File: src/rtl/img_pkg.sv
// Shared constants and state encoding for the frame read-back path.
// Read-back fetches a stored frame from DDR through a MIG read port.
package img_pkg;

  localparam logic [2:0] MIG_CMD_WRITE   = 3'b000;
  localparam logic [2:0] MIG_CMD_READ    = 3'b001;
  localparam int         BURST_LEN       = 32;
  localparam int         BURST_LEN_BYTES = 256;

  typedef enum logic [1:0] {
    S_IDLE = 2'd0,
    S_WAIT = 2'd1,
    S_READ = 2'd2,
    S_LAST = 2'd3
  } img_state_e;

endpackage

File: src/rtl/image_rd_if.sv
// Reads a stored frame back from DDR in fixed MIG read bursts and forwards the
// 64-bit words into the host output FIFO, never issuing more than it can absorb.
module image_rd_if #(
  parameter int BURST_LEN = 32,
  parameter int OB_DEPTH  = 1024,
  parameter int OB_CNT_W  = 11
) (
  input  logic                 clk,
  input  logic                 reset_n,
  input  logic                 start,
  input  logic [29:0]          start_addr,
  input  logic [15:0]          frame_bursts,
  output logic                 busy,
  output logic                 done,
  output logic                 mem_cmd_en,
  output logic [2:0]           mem_cmd_instr,
  output logic [5:0]           mem_cmd_burst_len,
  output logic [29:0]          mem_cmd_byte_addr,
  input  logic                 mem_cmd_full,
  output logic                 mem_rd_en,
  input  logic [63:0]          mem_rd_data,
  input  logic                 mem_rd_empty,
  output logic                 ob_wr_en,
  output logic [63:0]          ob_din,
  input  logic [OB_CNT_W-1:0]  ob_wr_count,
  output img_pkg::img_state_e  state_dbg
);
  import img_pkg::*;

  localparam int                  WC_W      = (BURST_LEN > 1) ? $clog2(BURST_LEN) : 1;
  localparam logic [29:0]         ADDR_STEP = 30'(BURST_LEN * 8);
  localparam logic [WC_W-1:0]     LAST_WORD = WC_W'(BURST_LEN - 1);
  // One slot beyond the burst is reserved for the word still in the output register.
  localparam logic [OB_CNT_W-1:0] ISSUE_MAX = OB_CNT_W'(OB_DEPTH - BURST_LEN - 1);

  img_state_e      state, state_nxt;
  logic [29:0]     addr_reg, addr_nxt;
  logic [15:0]     bursts_left, bursts_nxt;
  logic [WC_W-1:0] word_cnt, word_cnt_nxt;
  logic            busy_r, busy_nxt;
  logic            zero_done, zero_done_nxt;

  assign mem_cmd_instr     = MIG_CMD_READ;
  assign mem_cmd_burst_len = 6'(BURST_LEN - 1);
  assign mem_cmd_byte_addr = addr_reg;
  assign busy              = busy_r;
  assign state_dbg         = state;

  always_ff @(posedge clk) begin
    if (!reset_n) begin
      state       <= S_IDLE;
      addr_reg    <= '0;
      bursts_left <= '0;
      word_cnt    <= '0;
      busy_r      <= 1'b0;
      zero_done   <= 1'b0;
    end else begin
      state       <= state_nxt;
      addr_reg    <= addr_nxt;
      bursts_left <= bursts_nxt;
      word_cnt    <= word_cnt_nxt;
      busy_r      <= busy_nxt;
      zero_done   <= zero_done_nxt;
    end
  end

  // MIG handshake: a command transfers on a cycle with mem_cmd_en=1 and
  // mem_cmd_full=0; a read word transfers on a cycle with mem_rd_en=1, which is
  // only raised while mem_rd_empty=0, so every mem_rd_en is a completed pop.
  always_comb begin
    state_nxt     = state;
    addr_nxt      = addr_reg;
    bursts_nxt    = bursts_left;
    word_cnt_nxt  = word_cnt;
    busy_nxt      = busy_r;
    zero_done_nxt = 1'b0;
    mem_cmd_en    = 1'b0;
    mem_rd_en     = 1'b0;
    done          = 1'b0;
    case (state)
      S_IDLE: begin
        if (zero_done) begin
          // Empty frame: finish without touching memory.
          done     = 1'b1;
          busy_nxt = 1'b0;
        end else if (start && !busy_r) begin
          addr_nxt   = start_addr;
          bursts_nxt = frame_bursts;
          busy_nxt   = 1'b1;
          if (frame_bursts == 16'd0) zero_done_nxt = 1'b1;
          else                       state_nxt     = S_WAIT;
        end
      end
      S_WAIT: begin
        if (!mem_cmd_full && (ob_wr_count <= ISSUE_MAX)) begin
          mem_cmd_en   = 1'b1;
          addr_nxt     = addr_reg + ADDR_STEP;
          bursts_nxt   = bursts_left - 16'd1;
          word_cnt_nxt = '0;
          state_nxt    = S_READ;
        end
      end
      S_READ: begin
        if (!mem_rd_empty) begin
          mem_rd_en    = 1'b1;
          word_cnt_nxt = word_cnt + 1'b1;
          if (word_cnt == LAST_WORD)
            state_nxt = (bursts_left != 16'd0) ? S_WAIT : S_LAST;
        end
      end
      S_LAST: begin
        done      = 1'b1;
        busy_nxt  = 1'b0;
        state_nxt = S_IDLE;
      end
      default: state_nxt = S_IDLE;
    endcase
  end

  always_ff @(posedge clk) begin
    if (!reset_n) begin
      ob_wr_en <= 1'b0;
      ob_din   <= '0;
    end else begin
      ob_wr_en <= mem_rd_en;
      if (mem_rd_en) ob_din <= mem_rd_data;
    end
  end

endmodule

File: config.mk
export PLATFORM = sky130hd
export DESIGN_NAME = image_rd_if
export DESIGN_NICKNAME = d
export VERILOG_FILES = /design/src/rtl/img_pkg.sv /design/src/rtl/image_rd_if.sv
export SDC_FILE = /design/constraint.sdc
export NUM_CORES = 1
export LEC_CHECK = 0
export ABC_CLOCK_PERIOD_IN_PS = 2350
export CORE_MARGIN = 2
export CORE_UTILIZATION = 31
export CTS_CLUSTER_SIZE = 10
export DETAILED_ROUTE_END_ITERATION = 16
export REMOVE_ABC_BUFFERS = 1
export SYNTH_ARGS = -nofsm -noshare
export SYNTH_HDL_FRONTEND = slang
export SYNTH_SLANG_ARGS = --single-unit
export TNS_END_PERCENT = 1
File: constraint.sdc
create_clock -name clk -period 2.35 [get_ports clk]
set_input_delay 0.47 -clock clk [delete_from_list [all_inputs] [get_ports clk]]
set_output_delay 0.47 -clock clk [all_outputs]
set_load 0.005 [all_outputs]
==> results of run 1 <==
==> critical path, cell delays in order, from the launching register on <==
cell             delay [ns]
dfxtp_2                0.35
inv_2                  0.13
ha_2                   0.25
nand2b_2               0.08
inv_2                  0.08
clkdlybuf4s50_1        0.53
==> registers in the layout (all words and copies together), names as in the netlist <==
name               count
word_cnt               5
zero_done              1
ob_wr_en               1
mem_cmd_byte_addr     30
busy                   1
bursts_left           16
ob_din                64
state_dbg              2
==> Yosys cell counts (all sizes together), types with 6 or more instances <==
cell type / count / share of area
a31oi: 7 / 0.0079
o32ai: 11 / 0.017
nand4: 8 / 0.0090
ha: 10 / 0.023
nand3: 18 / 0.016
nor2: 51 / 0.034
o21a: 7 / 0.0097
a22oi: 9 / 0.012
nor4: 6 / 0.0068
o21ai: 15 / 0.014
clkbuf: 32 / 0.022
a21oi: 105 / 0.095
o221a: 9 / 0.018
nor3: 8 / 0.011
dfxtp: 120 / 0.43
mux2i: 6 / 0.011
inv: 12 / 0.0081
nand2: 158 / 0.11
and3: 9 / 0.010
buf: 28 / 0.029
==> cell families (layout without fill, tap and decap cells) <==
family,Yosys count,count (layout)
compound gates,196,196
simple gates,289,289
other cells,2,9
mux,6,6
flops,120,120
xor+xnor,5,5
buf+inv,73,294
fa+ha+maj,10,10
==> through the flow <==
| stage | util | std cells |
|---|---|---|
| floorplan | - | 648 |
| global placement | 0.464 | 1122 |
| finish | 0.503 | 1154 |
| CTS | 0.502 | 1154 |
| global route | 0.503 | 1154 |
| detailed placement | 0.464 | 1122 |
==> layer usage <==
layer  global-route usage  part of all wire
met5                    0                 0
met4               0.0578             0.011
met3               0.0570             0.092
met2                0.307              0.45
met1                0.237              0.45
==> power breakdown <==
| part | total, mW | internal [mW] | switching [mW] |
|---|---|---|---|
| Clock | 2.79 | 1.81 | 0.981 |
| Sequential | 2.83 | 2.45 | 0.389 |
| Combinational | 3.71 | 1.84 | 1.86 |
| Total | 9.33 | 6.10 | 3.23 |
==> path summary, 6_finish.rpt <==
check	from	end	slack, ns	cells after the start
worst max-delay path	state_dbg[0]	mem_rd_en	0.05	5
worst min-delay path	ob_din[50]	ob_din[50]	0.45	2
worst max register to register	state_dbg[0]	state_dbg[1]	0.36	8
worst min register to register	ob_din[50]	ob_din[50]	0.45	2
==> layout make-up <==
type	count	share of cell area
repair buffers	249	0.284
inverters	13	0.00572
clock buffers	19	0.0506
multi-input cells	515	0.331
clock inverters	13	0.0222
well taps	225	0.0322
flip-flops and latches	120	0.275
==> what timing repair did <==
item / in CTS / in global routing
setup endpoints to repair: 3 / 3
pin swaps: 0 / 0
resized for setup: 7 / 4
==> metrics.md, run 1 <==
| Metric | Value |
|---|---|
| Run status | finished clean |
| Clock buffer count from CTS | 17 |
| Total grt overflow | 0 |
| Area growth, synth to finish | 57.4% |
| CTS clock-pin slew for the worst setup and hold paths | 0.05 ns |
| Hold crit path type | flop to flop |
| Commonest non-fill, non-tap cells in the layout | clkdlybuf4s50_1, nand2_1, dfxtp_1, a21oi_1, nor2_1 |
| TritonCTS Sinks | 120 |
| CTS Hold Bufs | 0 |
| Die Wd | approximately 140 um |
| Synth warnings | 0 |
| First-pass GRT wire length | 28100 um |
| Post-layout nets | 1052 |
| DP Area | just over 8000 um2 |
| Share of cells above drive strength 1 | 0.0958 |
| DRT antenna net count | 0 |
| Largest net degree at the start of global routing | 66 |
| CP endpoint kind | output port |
| Antenna diodes | 0 |
| Worst setup SP type | flop |
| RePlAce Congestion | 0.784 |
| Total iterations of the first detailed-routing run | 6 |
| CORE AREA | roughly 17000 um2 |
| Peak VDD IR | 0.506 mV |
| # DRC | 0 |
| Async SR Flop Fraction | 0 |
| Tcrit/Tclk final | 0.977 |
| Final WS setup | between 0.05 and 0.06 ns |
| Vias in the first global route | roughly 5.5k |
| Total track usage | 0.188 |
| FILL cells | ~1.7k |
| Cell area power density | 1070 nW/um2 |
| Register area | 2400 um2 |
| Compound-Gate Fraction of Synth Area | 0.225 |
| Main synth FF type | dfxtp_1 |
| Required @ worst endpoint | ~1.9 ns |
| Max Slew Vio Count | 0 |
| Max frequency | approximately 0.44 GHz |
| IO Port Bufs | 221 |
| Cell area after layout | 8750 um2 |
| FP Rows | 48 |
| Least-Margin Pin Slew | 0.685 ns |
| Via Count | 5716 |
| Simple-Gate Fraction of Synth Area | 0.241 |
| Largest family of logic cells by synthesized area | simple AND/OR/NAND/NOR gates |
| WHS | around 0.45 ns |
| Vias per Instance | 4.95 |
| Unrepaired setup endpoints after global routing | yes |
| Die Ht | around 140 um |
| Standby leakage power | about 3.1 nW |
| Clk_skew | 0.00805 ns |
| Clock root buffer | clkbuf_16 |
| Min Tclk post-route | 2.30 ns |
| Initial antenna violation count | 0 |
| Ports | 236 |
| Commonest non-fill, non-tap cell in the layout | clkdlybuf4s50_1 |
| Post-synthesis cell count | 701 |
| Seq/Total Area, Yosys | 0.432 |
| Post-synthesis area per instance | 7.93 um2 |
| CP Class | flop to output port |
| Number of synthesized flops with an enable pin | 0 |
| Setup slack at placement | -0.00905 ns |
| TritonCTS clock tree | yes |
| Final Hold Viols | 0 |
| Arr. time, crit path | 1.83 ns |
| Crit-path max FO | 5 |
| Final Power | 9.33 mW |
| Max Root-Sink Buffers | 2 |
| Initial drt markers | about 290 |
| Slew headroom | 0.543 |
| Postcts setup bufs | 0 |
| Netlist cell types | 64 |
| Avg WL per Cell | between 15 and 20 um |
| Setup TNS | 0 ns |
| Clock Latency Late Sink | about 0.41 ns |
| Setup Viol. Count Final | 0 |
| Die area | 19000 um2 |
| Multi-input gate area | 2890 um2 |
| Seq cells post-synth | 120 |
| Mux contribution to synthesized area | 0.0108 |
| Max Cap Viol | 0 |
| Total wire length | about 18000 um |
| Initial core utilization | 0.319 |
| XOR/XNOR Fraction of Synth Area | 0.00788 |
| Post-DP HPWL | about 13000 um |
| Syn Std Cell Area | 5560 um2 |
| CTS H-tree lvls | 4 |
| Synth Area in Adders | 0.0225 |
Note: power is estimated with default switching activity, not from simulation.
==> run 2, diff against run 1 <==
--- a/config.mk
+++ b/config.mk
@@ -8,7 +8,7 @@
 export ABC_CLOCK_PERIOD_IN_PS = 2350
 export CORE_MARGIN = 2
 export CORE_UTILIZATION = 31
-export CTS_CLUSTER_SIZE = 10
+export CTS_CLUSTER_SIZE = 30
 export DETAILED_ROUTE_END_ITERATION = 16
 export REMOVE_ABC_BUFFERS = 1
 export SYNTH_ARGS = -nofsm -noshare
==> results of run 2 <==
Final layout, timing and power as in run 1 (identical DEF).
==> run 3, diff against run 2 <==
--- a/config.mk
+++ b/config.mk
@@ -6,7 +6,7 @@
 export NUM_CORES = 1
 export LEC_CHECK = 0
 export ABC_CLOCK_PERIOD_IN_PS = 2350
-export CORE_MARGIN = 2
+export CORE_MARGIN = 1
 export CORE_UTILIZATION = 31
 export CTS_CLUSTER_SIZE = 30
 export DETAILED_ROUTE_END_ITERATION = 16
==> run 3 against run 2 <==
Clock-buffer cell count decreased by 2; sequential share of layout area increased by 0.25 points; sequential power about the same.
==> metrics.md, run 3 (synthesized netlist as in run 1, its figures left out) <==
| Metric | Value |
|---|---|
| Commonest non-fill, non-tap cell in the layout | clkdlybuf4s50_1 (unchanged) |
| Hold crit path type | flop to flop (unchanged) |
| Antenna diodes | 0 (unchanged) |
| Post-DP HPWL | 12300 um (was 12800 um) |
| Initial drt markers | 261 (was 291) |
| TritonCTS Sinks | 120 (unchanged) |
| CP Class | primary input to output port (was flop to output port) |
| Max Root-Sink Buffers | 2 (unchanged) |
| Cell area power density | 1040 nW/um2 (was 1070 nW/um2) |
| CORE AREA | 17400 um2 (unchanged) |
| Area growth, synth to finish | 56.0% (was 57.4%) |
| Die area | 18500 um2 (was 19000 um2) |
| FP Rows | 48 (unchanged) |
| Peak VDD IR | 0.539 mV (was 0.506 mV) |
| Ports | 236 (unchanged) |
| Min Tclk post-route | 2.26 ns (was 2.30 ns) |
| Crit-path max FO | 5 (unchanged) |
| Most flops, register | ob_din (unchanged) |
| Standby leakage power | 3.08 nW (was 3.14 nW) |
| CTS H-tree lvls | 4 (unchanged) |
| Combinational Power Share | 0.407 (was 0.397) |
| DRT antenna net count | 0 (unchanged) |
| Max Slew Vio Count | 0 (unchanged) |
| Slew headroom | 0.526 (was 0.543) |
| Post-layout nets | 1049 (was 1052) |
| RePlAce Congestion | 0.780 (was 0.784) |
| Arr. time, crit path | 1.79 ns (was 1.83 ns) |
| Vias per Instance | 4.99 (was 4.95) |
| Max FFs per register | 64 (unchanged) |
| Flop pwr share | 0.313 (was 0.304) |
| CTS clock-pin slew for the worst setup and hold paths | 0.06 ns (was 0.05 ns) |
| Switching portion of total power | 0.354 (was 0.346) |
| Commonest non-fill, non-tap cells in the layout | clkdlybuf4s50_1, nand2_1, dfxtp_1, a21oi_1, nor2_1 (unchanged) |
| Worst setup SP type | primary input (was flop) |
| Clk_skew | 0.0108 ns (was 0.00805 ns) |
| Final Hold Viols | 0 (unchanged) |
| CP endpoint kind | output port (unchanged) |
| Post-layout util | 0.498 (was 0.503) |
| Least-Margin Pin Slew | 0.710 ns (was 0.685 ns) |
| Total track usage | 0.189 (was 0.188) |
| Max frequency | 0.443 GHz (was 0.436 GHz) |
| Run status | finished clean (unchanged) |
| Share of cells above drive strength 1 | 0.0930 (was 0.0958) |
| Die Wd | 136 um (was 138 um) |
| Clock Latency Late Sink | 0.41 ns (about the same) |
| Tcrit/Tclk final | 0.961 (was 0.977) |
| TritonCTS clock tree | yes (unchanged) |
| Internal | 5.85 mW (was 6.10 mW) |
| Required @ worst endpoint | 1.88 ns (about the same) |
| Largest net degree at the start of global routing | 69 (was 66) |
| Max Cap Viol | 0 (unchanged) |
| Total wire length | 17600 um (was 18100 um) |
| Die Ht | 136 um (was 138 um) |
| Clock buffer count from CTS | 17 (unchanged) |
| IO Port Bufs | 221 (unchanged) |
| Initial core utilization | 0.319 (unchanged) |
| FILL cells | 1678 (was 1683) |
| Sw Pwr | 3.20 mW (was 3.23 mW) |
| Via Count | 5744 (was 5716) |
| Avg WL per Cell | 15.3 um (was 15.7 um) |
| Clock root buffer | clkbuf_16 (unchanged) |
| Setup Viol. Count Final | 0 (unchanged) |
| # DRC | 0 (unchanged) |
| Unrepaired setup endpoints after global routing | no (was yes) |
| Total iterations of the first detailed-routing run | 4 (was 6) |
| Initial antenna violation count | 0 (unchanged) |
| First-pass GRT wire length | 27400 um (was 28100 um) |
| Postcts setup bufs | 0 (unchanged) |
| Total grt overflow | 0 (unchanged) |
| Clock share of power | 0.280 (was 0.299) |
| Vias in the first global route | 5170 (was 5537) |
| Final Power | 9.05 mW (was 9.33 mW) |
-- run 3: cell types whose count changed in the layout (fill, tap and decap cells not counted), sizes merged --
cell	previous run	this run
clkdlybuf4s50	220	221
clkbuf	19	17
clkinv	4	8
bufinv	4	2
dlymetal6s2s	1	0
buf	28	25
clkinvlp	4	3
-- run 3: stage by stage --
stage | setup WS (ns) | cell area [um2] | hold WS, ns | TNS, ns | instances
final | 0.0918 | 8680 | 0.452 | 0 | 1150
after global routing | 0.00922 | 8680 | 0.468 | 0 | 1150
after CTS | 0.0307 | 8670 | 0.455 | 0 | 1150
after detailed placement | -0.0120 | 8070 | 0.446 | -0.0120 | 1119
after global placement | -0.0154 | 8070 | 0.442 | -0.0154 | 1119
after floorplan | -1.79 | 5300 | 0.434 | -139.13 | 648
-- run 3: path summary, 6_finish.rpt --
kind                           end            startpoint  slack, ns  cells past startpoint
min reg2reg             ob_din[26]            ob_din[26]       0.45                      2
min                     ob_din[26]            ob_din[26]       0.45                      2
max reg2reg  mem_cmd_byte_addr[26]  mem_cmd_byte_addr[9]       0.36                      6
max                     mem_cmd_en        ob_wr_count[5]       0.09                      4
-- run 3: timing repair --
item | in CTS | in global routing
endpoints found under the setup margin | 3 | 3
gates cloned | 0 | 0
resized for setup | 7 | 4
hold buffers | 0 | 0
-- run 3: layer usage --
layer	vias up	wire length [um]	track usage
met5	-	0	0
met4	0	89	0.0537
met3	10	1490	0.0503
met2	203	7860	0.300
met1	2634	8140	0.251
li1	2897	-	-
-- run 3: power by group through the flow --
| stage | clock network (mW) | logic [mW] | registers, mW |
|---|---|---|---|
| after floorplan | 0 | 1.97 | 2.81 |
| after global placement | 0 | 3.64 | 2.85 |
| after detailed placement | 0 | 3.66 | 2.86 |
| after CTS | 2.60 | 3.71 | 2.82 |
| after global routing | 2.69 | 4.05 | 2.89 |
| final | 2.53 | 3.69 | 2.83 |
-- run 3: layout make-up --
type	instances	area, um2	share of cell area
Sequential cell	120	2400	0.277
Multi-Input combinational cell	515	2880	0.332
Clock buffer	17	425	0.0490
Clock inverter	14	150	0.0173
Timing Repair Buffer	246	2470	0.285
Inverter	13	55.1	0.00635
Tap cell	225	282	0.0324
-- run 3: critical path: stages --
cell and delay, ns:
clkdlybuf4s50_1 0.45, nand3_1 0.12, o211a_4 0.29, clkdlybuf4s50_1 0.45
